**config.mk**
```make
export PLATFORM = sky130hd
export DESIGN_NAME = window_serializer
export DESIGN_NICKNAME = d
export VERILOG_FILES = /design/src/rtl/window_serializer.sv
export SDC_FILE = /design/constraint.sdc
export NUM_CORES = 1
export LEC_CHECK = 0
export BUFFER_PORTS_ARGS = -buffer_cell sky130_fd_sc_hd__buf_2
export CAP_MARGIN = 10
export CORE_MARGIN = 3
export CORE_UTILIZATION = 35
export DETAILED_ROUTE_END_ITERATION = 7
export HOLD_SLACK_MARGIN = 0.15
export PLACE_DENSITY = 0.68
export SYNTH_ARGS = -nofsm -noshare
export SYNTH_HDL_FRONTEND = slang
export SYNTH_SLANG_ARGS = --single-unit
```
**constraint.sdc**
```tcl
create_clock -name clk -period 2.3 [get_ports clk]
set_clock_uncertainty 0.2 [all_clocks]
set_input_delay 0.46 -clock clk [delete_from_list [all_inputs] [get_ports clk]]
set_output_delay 0.46 -clock clk [all_outputs]
set_load 0.05 [all_outputs]
```
**src/rtl/window_serializer.sv**
```systemverilog
// window_serializer: takes one 3x3 pixel window per valid/ready handshake.
// It emits the nine pixels column-major on a byte stream. The receiver's shift
// enable `en` leads the data by EN_LEAD cycles, which matches the receiver's
// internal enable delay.
module window_serializer #(
  parameter int DW      = 8,
  parameter int EN_LEAD = 3   // legal range 0..7
) (
  input  logic          clk,
  input  logic          rst_n,
  input  logic          win_valid,
  output logic          win_ready,
  input  logic [DW-1:0] win00,
  input  logic [DW-1:0] win01,
  input  logic [DW-1:0] win02,
  input  logic [DW-1:0] win10,
  input  logic [DW-1:0] win11,
  input  logic [DW-1:0] win12,
  input  logic [DW-1:0] win20,
  input  logic [DW-1:0] win21,
  input  logic [DW-1:0] win22,
  output logic          en,
  output logic [DW-1:0] dout,
  output logic          dout_valid,
  output logic          frame_done
);

  typedef enum logic {
    IDLE = 1'b0,
    SEND = 1'b1
  } state_t;

  localparam logic [3:0] LAST_CNT = 4'd8;

  state_t        state_q, state_d;
  logic [3:0]    cnt_q, cnt_d;

  // Holding buffer, stored already in emission order (column-major).
  logic [DW-1:0] pix_q [9];
  logic [DW-1:0] pix_d [9];

  logic          accept;
  logic          en_d;
  logic          last_d;
  logic [DW-1:0] sel_d;

  // Stage 0 is loaded from the next-state view so that `en` (stage 0) is
  // registered. Stage EN_LEAD drives the data outputs.
  logic [DW-1:0] dly_data_q [EN_LEAD+1];
  logic [EN_LEAD:0] dly_en_q;
  logic [EN_LEAD:0] dly_last_q;

  // Ready depends only on state and count, never on win_valid.
  assign win_ready = (state_q == IDLE) || (cnt_q == LAST_CNT);
  assign accept    = win_valid && win_ready;

  // Capture the window into the buffer in serialization order on accept.
  always_comb begin
    // NOTE: default every combinational output first so that no path leaves it unassigned, which would infer a latch.
    pix_d = pix_q;
    if (accept) begin
      pix_d[0] = win00;
      pix_d[1] = win10;
      pix_d[2] = win20;
      pix_d[3] = win01;
      pix_d[4] = win11;
      pix_d[5] = win21;
      pix_d[6] = win02;
      pix_d[7] = win12;
      pix_d[8] = win22;
    end
  end

  // IDLE/SEND sequencing with a 0..8 byte counter; a frame can chain back-to-back.
  always_comb begin
    state_d = state_q;
    cnt_d   = cnt_q;
    unique case (state_q)
      IDLE: begin
        cnt_d = 4'd0;
        if (accept) state_d = SEND;
      end
      SEND: begin
        if (cnt_q == LAST_CNT) begin
          cnt_d = 4'd0;
          if (!accept) state_d = IDLE;
        end else begin
          cnt_d = cnt_q + 4'd1;
        end
      end
      default: begin
        state_d = IDLE;
        cnt_d   = 4'd0;
      end
    endcase
  end

  // Select the byte to launch next cycle. Zeros are launched while not sending.
  always_comb begin
    en_d   = (state_d == SEND);
    last_d = en_d && (cnt_d == LAST_CNT);
    sel_d  = '0;
    if (en_d) sel_d = pix_d[cnt_d];
  end

  // FSM state, byte counter and holding buffer.
  always_ff @(posedge clk or negedge rst_n) begin
    // NOTE: the buffer is reset because it is only 9 bytes, and a known value keeps dout deterministic after reset.
    if (!rst_n) begin
      state_q <= IDLE;
      cnt_q   <= 4'd0;
      for (int i = 0; i < 9; i++) pix_q[i] <= '0;
    end else begin
      // NOTE: sequential state uses non-blocking assignments so every flop samples pre-edge values.
      state_q <= state_d;
      cnt_q   <= cnt_d;
      for (int i = 0; i < 9; i++) pix_q[i] <= pix_d[i];
    end
  end

  // Delay line that holds the data EN_LEAD cycles behind `en`. Reset clears it immediately.
  always_ff @(posedge clk or negedge rst_n) begin
    if (!rst_n) begin
      for (int i = 0; i <= EN_LEAD; i++) dly_data_q[i] <= '0;
      dly_en_q   <= '0;
      dly_last_q <= '0;
    end else begin
      dly_data_q[0] <= sel_d;
      dly_en_q[0]   <= en_d;
      dly_last_q[0] <= last_d;
      for (int i = 1; i <= EN_LEAD; i++) begin
        dly_data_q[i] <= dly_data_q[i-1];
        dly_en_q[i]   <= dly_en_q[i-1];
        dly_last_q[i] <= dly_last_q[i-1];
      end
    end
  end

  assign en         = dly_en_q[0];
  assign dout       = dly_data_q[EN_LEAD];
  assign dout_valid = dly_en_q[EN_LEAD];
  assign frame_done = dly_last_q[EN_LEAD];

endmodule

```
==> results of run 1 <==
critical path: stages (launching register included):
cell                       delay (ns)
sky130_fd_sc_hd__dfrtp_1         0.37
sky130_fd_sc_hd__inv_2           0.06
sky130_fd_sc_hd__ha_4            0.15
sky130_fd_sc_hd__and3b_2         0.22
sky130_fd_sc_hd__or2_4           0.35
sky130_fd_sc_hd__buf_4           0.17
sky130_fd_sc_hd__buf_4           0.16
sky130_fd_sc_hd__a31oi_1         0.28
sky130_fd_sc_hd__a221oi_2        0.07
sky130_fd_sc_hd__o211ai_1        0.20
area by class of cell:
class	count	share of cell area
Clock buffer	18	0.0625
Clock inverter	14	0.0287
Inverter	6	0.00499
Multi-Input combinational cell	179	0.254
Sequential cell	116	0.413
Tap cell	176	0.0313
Timing Repair Buffer	185	0.202
Timing Repair inverter	2	0.00356
metal layers:
| layer | part of all wire | vias to the layer above | routed length (um) |
|---|---|---|---|
| li1 | - | 1536 | - |
| met3 | 0.039 | 35 | 455 |
| met2 | 0.52 | 113 | 6030 |
| met1 | 0.41 | 1740 | 4830 |
| met5 | 0 | - | 0 |
| met4 | 0.031 | 0 | 363 |
final timing paths:
check                                 startpoint                        to  slack [ns]
setup reg to reg              cnt_q[0]$_DFF_PN0_  dly_data_q[27]$_DFF_PN0_     -0.0009
min in group asynchronous                  rst_n     dly_en_q[2]$_DFF_PN0_        0.31
hold / removal             dly_en_q[2]$_DFF_PN0_     dly_en_q[3]$_DFF_PN0_        0.15
hold reg to reg            dly_en_q[2]$_DFF_PN0_     dly_en_q[3]$_DFF_PN0_        0.15
setup / recovery              cnt_q[0]$_DFF_PN0_  dly_data_q[27]$_DFF_PN0_     -0.0009
max in group asynchronous                  rst_n        pix_q[4]$_DFF_PN0_        0.94
metrics by stage:
step                        TNS, ns  hold slack [ns]
after detailed placement     -0.143            0.135
after global routing         -0.217            0.157
after floorplan              -0.230          -0.0356
final                     -0.000880            0.148
after global placement            0            0.132
after CTS                         0            0.151
what timing repair did:
item | 4_1_cts | 5_1_grt
resized for setup | 8 | 10
endpoints found under the hold margin | 123 | 0
setup buffers | 5 | 1
pin swaps | 1 | 13
cloned | 1 | 1
hold buffers | 77 | 0
setup endpoints to repair | 9 | 9
cells by family after synthesis:
group	count (synthesis)	synth area share
flip-flops	116	0.609
multiplexers	80	0.214
AND/OR/NAND/NOR	53	0.0622
AO/OA/AOI/OAI	43	0.0656
buffers and inverters	28	0.0417
adder cells (fa/ha/maj)	2	0.00525
XOR/XNOR	1	0.00184
synthesized netlist by cell type, types with 3 or more instances:
cell	number	share of area
sky130_fd_sc_hd__mux2_4	8	0.025
sky130_fd_sc_hd__o31ai_1	8	0.013
sky130_fd_sc_hd__o211ai_1	8	0.013
sky130_fd_sc_hd__buf_4	14	0.022
sky130_fd_sc_hd__mux4_2	8	0.038
sky130_fd_sc_hd__dfrtp_1	116	0.61
sky130_fd_sc_hd__nand3_1	8	0.0084
sky130_fd_sc_hd__a221oi_1	8	0.015
sky130_fd_sc_hd__mux2_1	56	0.13
sky130_fd_sc_hd__o21ai_0	8	0.0084
sky130_fd_sc_hd__buf_2	4	0.0042
sky130_fd_sc_hd__mux2_2	8	0.019
sky130_fd_sc_hd__inv_1	5	0.0039
sky130_fd_sc_hd__nor2_1	3	0.0024
sky130_fd_sc_hd__a31oi_1	8	0.011
sky130_fd_sc_hd__nand2_1	19	0.015
sky130_fd_sc_hd__nand2b_1	12	0.016
power groups by stage:
stage | Sequential [mW] | Clock (mW) | Combinational (mW)
6_report | 3.42 | 2.81 | 3.98
3_3_place_gp | 3.39 | 0 | 3.41
5_1_grt | 3.52 | 2.95 | 4.30
4_1_cts | 3.41 | 2.85 | 3.80
2_1_floorplan | 3.32 | 0 | 2.79
3_5_place_dp | 3.44 | 0 | 3.50
state kept, by name, summed over array words and instances (netlist names):
signal / cells
cnt_q: 4
dly_data_q: 24
dly_en_q: 4
dly_last_q: 4
dout: 8
pix_q: 72
layout by cell type (no fill, tap or decap), types with 3 or more instances in the layout:
cell type,count
sky130_fd_sc_hd__o31ai_1,8
sky130_fd_sc_hd__bufinv_16,4
sky130_fd_sc_hd__clkinv_4,4
sky130_fd_sc_hd__buf_12,3
sky130_fd_sc_hd__nand2b_1,11
sky130_fd_sc_hd__dfrtp_1,115
sky130_fd_sc_hd__buf_2,84
sky130_fd_sc_hd__o21ai_0,8
sky130_fd_sc_hd__nand3_1,8
sky130_fd_sc_hd__inv_1,3
sky130_fd_sc_hd__o211ai_1,8
sky130_fd_sc_hd__a31oi_1,6
sky130_fd_sc_hd__mux2_2,8
sky130_fd_sc_hd__mux2_1,56
sky130_fd_sc_hd__mux4_2,8
sky130_fd_sc_hd__clkbuf_16,17
sky130_fd_sc_hd__mux2_4,8
sky130_fd_sc_hd__a221oi_2,6
sky130_fd_sc_hd__buf_4,19
sky130_fd_sc_hd__inv_6,3
sky130_fd_sc_hd__dlygate4sd3_1,77
sky130_fd_sc_hd__nand2_1,18
==> qor.json, run 1 <==
{
  "run_status": {"value": "finished, violations left"},
  "failed_checks": {"value": "negative setup slack"},
  "cts_made_buffers": {"value": 17},
  "clock_path_buffers": {"value": 2},
  "total_drc_errors_in_the_routed_layout": {"value": 0},
  "grt_max_degree": {"value": 70},
  "pre_cts_slack": {"value": -0.0312, "unit": "ns"},
  "finalSetupViolations": {"value": 1},
  "power_frac_clock": {"value": 0.275},
  "layout_setup_ws": {"value": -0.000880, "unit": "ns"},
  "type_of_the_tightest_min_delay_check": {"value": "reg -> reg"},
  "start_util": {"value": 0.358},
  "maxSlewViolCount": {"value": 0},
  "globalplace.congestion": {"value": 0.823},
  "cts_sinks": {"value": 116},
  "final_worst_path_period_need": {"value": 2.30, "unit": "ns"},
  "post_synthesis_cells": {"value": 323},
  "layout-area-overhead-vs-synth": {"value": 47.4, "unit": "%"},
  "total_power": {"value": 10.2, "unit": "mW"},
  "fin_crit_sh": {"value": 1.00},
  "synth.yosys.seq_area_share": {"value": 0.609},
  "power.sequential.fraction": {"value": 0.335},
  "timing.critical_path.fanout_max": {"value": 8},
  "cp-start-kind": {"value": "flip-flop"},
  "net_count_final": {"value": 584},
  "grt_most_used_layer": {"value": "met2"},
  "hold_viol": {"value": 0},
  "final_area": {"value": 0.00703, "unit": "mm^2"},
  "placement.io_buffers": {"value": 86},
  "totalWireLength": {"value": 11700, "unit": "um"},
  "combPwrFrac": {"value": 0.390},
  "place.detailed.instances": {"value": 579},
  "postSynthRegisterBits": {"value": 116},
  "floorplan.core_area": {"value": 0.0133, "unit": "mm^2"},
  "std_cell_rows": {"value": 42},
  "gr-usage-met2": {"value": 0.269},
  "syn_avg_cell_area": {"value": 14.8, "unit": "um^2"},
  "holdPathStages": {"value": 0},
  "netlist-cell-type-count": {"value": 36},
  "worst_pin_slew": {"value": 0.729, "unit": "ns"},
  "grt_use_met3": {"value": 0.0424},
  "clock_tree.root_cell": {"value": "sky130_fd_sc_hd__clkbuf_16"},
  "rsz0062_at_grt": {"value": "true"},
  "tritoncts": {"value": "yes"},
  "clkTransAtPathRegs": {"value": 0.05, "unit": "ns"},
  "seq_area": {"value": 0.00290, "unit": "mm^2"},
  "clock_latency_on_the_worst_skew_pair": {"value": 0.40, "unit": "ns"},
  "die_area": {"value": 0.0151, "unit": "mm^2"},
  "internal_power": {"value": 6.79, "unit": "mW"},
  "io-pin-count": {"value": 87},
  "net-switching-power": {"value": 3.43, "unit": "mW"},
  "timing.setup.critical_path_class": {"value": "reg -> reg"},
  "dieHeight": {"value": 123, "unit": "um"},
  "synth_async_sr_flop_share": {"value": 1.00},
  "n_antenna_cell": {"value": 0},
  "vdd_drop_max": {"value": 617, "unit": "uV"},
  "yosysWarningCount": {"value": 0},
  "first_pass_iters": {"value": 5},
  "power_per_cell_area": {"value": 1450, "unit": "mW/mm^2"},
  "groute.usage.overall": {"value": 0.163},
  "fmax": {"value": 435, "unit": "MHz"},
  "leakage_power": {"value": 3.23, "unit": "nW"},
  "initial_antenna_violation_count": {"value": 0},
  "h-tree-depth": {"value": 4},
  "worstPathRequired": {"value": 2.42, "unit": "ns"},
  "post_route_cells_drive_above_1_share": {"value": 0.367},
  "reg2regPathDepth": {"value": 9},
  "nFillCells": {"value": 1076},
  "layout.cells.non_filler": {"value": 696},
  "groute.layer.met1.usage": {"value": 0.201},
  "globalRoute.totalOverflow": {"value": 0},
  "mappedNetlistNets": {"value": 400},
  "synth.cell_area": {"value": 0.00477, "unit": "mm^2"},
  "postPlaceCellArea": {"value": 0.00547, "unit": "mm^2"},
  "detail_route.vias_per_cell": {"value": 4.92},
  "ys_dominant_reg_cell": {"value": "sky130_fd_sc_hd__dfrtp_1"},
  "synth-edff-count": {"value": 0},
  "finalCoreUtilization": {"value": 0.529},
  "end_kind": {"value": "flip-flop"},
  "wl_per_cell": {"value": 16.8, "unit": "um"},
  "route.antenna.remaining_nets": {"value": 0},
  "first_global_vias": {"value": 3610},
  "iteration_0_drc_markers": {"value": 281},
  "first_pass_grt_wire_length": {"value": 18400, "unit": "um"},
  "power.share.switching": {"value": 0.335},
  "worst_slew_margin_rel": {"value": 0.513},
  "die_x": {"value": 123, "unit": "um"},
  "max-cap-violations": {"value": 0},
  "detailroute.via_count": {"value": 3424},
  "post-dp-hpwl": {"value": 7330, "unit": "um"},
  "multi_input_area": {"value": 0.00178, "unit": "mm^2"},
  "worstPathArrival": {"value": 2.42, "unit": "ns"}
}
No activity file was read; power rests on OpenSTA's default activity.
==> inputs of run 2 (changes only) <==
--- a/config.mk
+++ b/config.mk
@@ -12,6 +12,7 @@
 export DETAILED_ROUTE_END_ITERATION = 7
 export HOLD_SLACK_MARGIN = 0.15
 export PLACE_DENSITY = 0.68
+export RECOVER_POWER = 50
 export SYNTH_ARGS = -nofsm -noshare
 export SYNTH_HDL_FRONTEND = slang
 export SYNTH_SLANG_ARGS = --single-unit
==> run 2 against run 1 <==
The run now ends clean. Total power hardly changed. Sequential power hardly changed. Largest power group unchanged. Critical endpoint unchanged. Largest cell class unchanged. Setup slack better by 0.0073 ns. Sequential share of layout area is 0.11 points higher.
==> qor.json, run 2 (synthesis gave the netlist of run 1 again) <==
{
  "groute.usage.overall": {"value": 0.163, "change": "unchanged"},
  "cts_made_buffers": {"value": 17, "change": "unchanged"},
  "worst_pin_slew": {"value": 0.720, "unit": "ns", "change": "was 0.729 ns"},
  "max-cap-violations": {"value": 0, "change": "unchanged"},
  "fmax": {"value": 436, "unit": "MHz", "change": "was 435 MHz"},
  "detail_route.vias_per_cell": {"value": 4.91, "change": "was 4.92"},
  "first_global_vias": {"value": 3610, "change": "unchanged"},
  "type_of_the_tightest_min_delay_check": {"value": "reg -> reg", "change": "unchanged"},
  "io-pin-count": {"value": 87, "change": "unchanged"},
  "end_kind": {"value": "flip-flop", "change": "unchanged"},
  "critical_path.reg2reg.startpoint": {"value": "cnt_q[0]$_DFF_PN0_", "change": "unchanged"},
  "grt_max_degree": {"value": 70, "change": "unchanged"},
  "clock_path_buffers": {"value": 2, "change": "unchanged"},
  "clock_latency_on_the_worst_skew_pair": {"value": 0.40, "unit": "ns", "change": "about the same"},
  "hold_viol": {"value": 0, "change": "unchanged"},
  "largest_register_ff_count": {"value": 72, "change": "unchanged"},
  "placement.io_buffers": {"value": 86, "change": "unchanged"},
  "layout.cells.non_filler": {"value": 696, "change": "unchanged"},
  "rsz0062_at_grt": {"value": "true", "change": "unchanged"},
  "worstPathArrival": {"value": 2.42, "unit": "ns", "change": "about the same"},
  "worst_slew_margin_rel": {"value": 0.519, "change": "was 0.513"},
  "first_pass_grt_wire_length": {"value": 18400, "unit": "um", "change": "unchanged"},
  "fin_crit_sh": {"value": 0.997, "change": "was 1.00"},
  "clkTransAtPathRegs": {"value": 0.05, "unit": "ns", "change": "about the same"},
  "power.share.switching": {"value": 0.336, "change": "was 0.335"},
  "place.detailed.instances": {"value": 579, "change": "unchanged"},
  "route.antenna.remaining_nets": {"value": 0, "change": "unchanged"},
  "setup_tns": {"value": 0, "unit": "ns", "change": "was -0.000880 ns"},
  "worstPathRequired": {"value": 2.42, "unit": "ns", "change": "about the same"},
  "cp-start-kind": {"value": "flip-flop", "change": "unchanged"},
  "detailroute.via_count": {"value": 3420, "change": "was 3424"},
  "pre_cts_slack": {"value": -0.0312, "unit": "ns", "change": "unchanged"},
  "clock_tree.root_cell": {"value": "sky130_fd_sc_hd__clkbuf_16", "change": "unchanged"},
  "finalSetupViolations": {"value": 0, "change": "was 1"},
  "power_per_cell_area": {"value": 1460, "unit": "mW/mm^2", "change": "was 1450 mW/mm^2"},
  "first_pass_iters": {"value": 4, "change": "was 5"},
  "post_route_cells_drive_above_1_share": {"value": 0.363, "change": "was 0.367"},
  "timing.setup.critical_path_class": {"value": "reg -> reg", "change": "unchanged"},
  "top_reg_by_flops": {"value": "pix_q", "change": "unchanged"},
  "total_drc_errors_in_the_routed_layout": {"value": 0, "change": "unchanged"},
  "most-common-layout-cells": {"value": "sky130_fd_sc_hd__dfrtp_1, sky130_fd_sc_hd__buf_2, sky130_fd_sc_hd__dlygate4sd3_1, sky130_fd_sc_hd__mux2_1, sky130_fd_sc_hd__nand2_1", "change": "was sky130_fd_sc_hd__dfrtp_1, sky130_fd_sc_hd__buf_2, sky130_fd_sc_hd__dlygate4sd3_1, sky130_fd_sc_hd__mux2_1, sky130_fd_sc_hd__buf_4"},
  "vdd_drop_max": {"value": 620, "unit": "uV", "change": "was 617 uV"},
  "hold_path_startpoint": {"value": "dly_en_q[1]$_DFF_PN0_", "change": "was dly_en_q[2]$_DFF_PN0_"},
  "internal_power": {"value": 6.78, "unit": "mW", "change": "was 6.79 mW"},
  "globalplace.congestion": {"value": 0.823, "change": "unchanged"},
  "dieHeight": {"value": 123, "unit": "um", "change": "unchanged"},
  "totalWireLength": {"value": 11700, "unit": "um", "change": "about the same"},
  "die_x": {"value": 123, "unit": "um", "change": "unchanged"},
  "die_area": {"value": 0.0151, "unit": "mm^2", "change": "unchanged"},
  "floorplan.core_area": {"value": 0.0133, "unit": "mm^2", "change": "unchanged"},
  "maxSlewViolCount": {"value": 0, "change": "unchanged"},
  "wl_per_cell": {"value": 16.8, "unit": "um", "change": "about the same"},
  "final_worst_path_period_need": {"value": 2.29, "unit": "ns", "change": "was 2.30 ns"},
  "post-dp-hpwl": {"value": 7330, "unit": "um", "change": "unchanged"},
  "layout.cells.most_common": {"value": "sky130_fd_sc_hd__dfrtp_1", "change": "unchanged"},
  "power.sequential.fraction": {"value": 0.335, "change": "about the same"},
  "net-switching-power": {"value": 3.43, "unit": "mW", "change": "about the same"},
  "combPwrFrac": {"value": 0.390, "change": "about the same"},
  "worst_setup_sp": {"value": "cnt_q[0]$_DFF_PN0_", "change": "unchanged"},
  "tritoncts": {"value": "yes", "change": "unchanged"},
  "initial_antenna_violation_count": {"value": 0, "change": "unchanged"},
  "h-tree-depth": {"value": 4, "change": "unchanged"},
  "n_antenna_cell": {"value": 0, "change": "unchanged"},
  "timing.critical_path.fanout_max": {"value": 8, "change": "unchanged"},
  "net_count_final": {"value": 584, "change": "unchanged"},
  "power_frac_clock": {"value": 0.275, "change": "about the same"},
  "layout_setup_ws": {"value": 0.00647, "unit": "ns", "change": "was -0.000880 ns"},
  "layout-area-overhead-vs-synth": {"value": 47.0, "unit": "%", "change": "was 47.4%"},
  "leakage_power": {"value": 3.22, "unit": "nW", "change": "was 3.23 nW"},
  "start_util": {"value": 0.358, "change": "unchanged"},
  "total_power": {"value": 10.2, "unit": "mW", "change": "about the same"},
  "std_cell_rows": {"value": 42, "change": "unchanged"},
  "cts_sinks": {"value": 116, "change": "unchanged"},
  "run_status": {"value": "complete, no violations", "change": "was finished, violations left"},
  "globalRoute.totalOverflow": {"value": 0, "change": "unchanged"},
  "iteration_0_drc_markers": {"value": 273, "change": "was 281"}
}
-- run 2: final cells by class --
| class | instances | area (um^2) |
|---|---|---|
| Timing Repair Buffer | 185 | 1400 |
| Clock buffer | 18 | 439 |
| Tap cell | 176 | 220 |
| Sequential cell | 116 | 2900 |
| Inverter | 6 | 35.0 |
| Clock inverter | 14 | 201 |
| Multi-Input combinational cell | 179 | 1780 |
| Timing Repair inverter | 2 | 25.0 |
| Fill cell | 1078 | 6290 |
-- run 2: stage by stage --
| stage | utilization | instance area [um^2] | hold slack, ns |
|---|---|---|---|
| CTS | 0.523 | 6960 | 0.151 |
| floorplan | - | 4830 | -0.0356 |
| global placement | 0.412 | 5470 | 0.132 |
| global route | 0.527 | 7010 | 0.157 |
| finish | 0.527 | 7010 | 0.148 |
| detailed placement | 0.412 | 5470 | 0.135 |
-- run 2: final timing paths --
| check | to | slack (ns) | cells after the start |
|---|---|---|---|
| worst max-delay path | dly_data_q[27]$_DFF_PN0_ | 0.006 | 9 |
| worst min-delay path | dly_en_q[2]$_DFF_PN0_ | 0.15 | 0 |
| worst max register to register | dly_data_q[27]$_DFF_PN0_ | 0.006 | 9 |
| worst min register to register | dly_en_q[2]$_DFF_PN0_ | 0.15 | 0 |
| max in group asynchronous | pix_q[69]$_DFF_PN0_ | 0.42 | 3 |
| min in group asynchronous | dly_en_q[2]$_DFF_PN0_ | 0.41 | 2 |
-- run 2: worst max-delay path, stage by stage (launching register included) --
cell and delay, ns:
sky130_fd_sc_hd__dfrtp_1 0.37, sky130_fd_sc_hd__inv_2 0.06, sky130_fd_sc_hd__ha_4 0.15, sky130_fd_sc_hd__and3b_2 0.22
sky130_fd_sc_hd__or2_4 0.35, sky130_fd_sc_hd__buf_4 0.17, sky130_fd_sc_hd__buf_4 0.16, sky130_fd_sc_hd__a31oi_1 0.28
sky130_fd_sc_hd__a221oi_2 0.07, sky130_fd_sc_hd__o211ai_1 0.20
-- run 2: what timing repair did --
item                                   in CTS  in global routing
resized for setup                           8                 10
gates cloned                                1                  1
setup buffers                               5                  1
pin swaps                                   1                 13
setup endpoints to repair                   9                  9
hold buffers                               77                  0
endpoints found under the hold margin     123                  0
-- run 2: routing by layer --
metal | GRT usage | wire length, um
met1 | 0.201 | 4870
met5 | 0 | 0
met2 | 0.269 | 6030
met4 | 0.0749 | 339
met3 | 0.0424 | 482
-- run 2: power groups by stage --
stage | sequential [mW] | combinational, mW | clock, mW
after detailed placement | 3.44 | 3.50 | 0
after CTS | 3.41 | 3.80 | 2.85
after floorplan | 3.32 | 2.79 | 0
final | 3.42 | 3.98 | 2.81
after global routing | 3.52 | 4.29 | 2.95
after global placement | 3.39 | 3.41 | 0
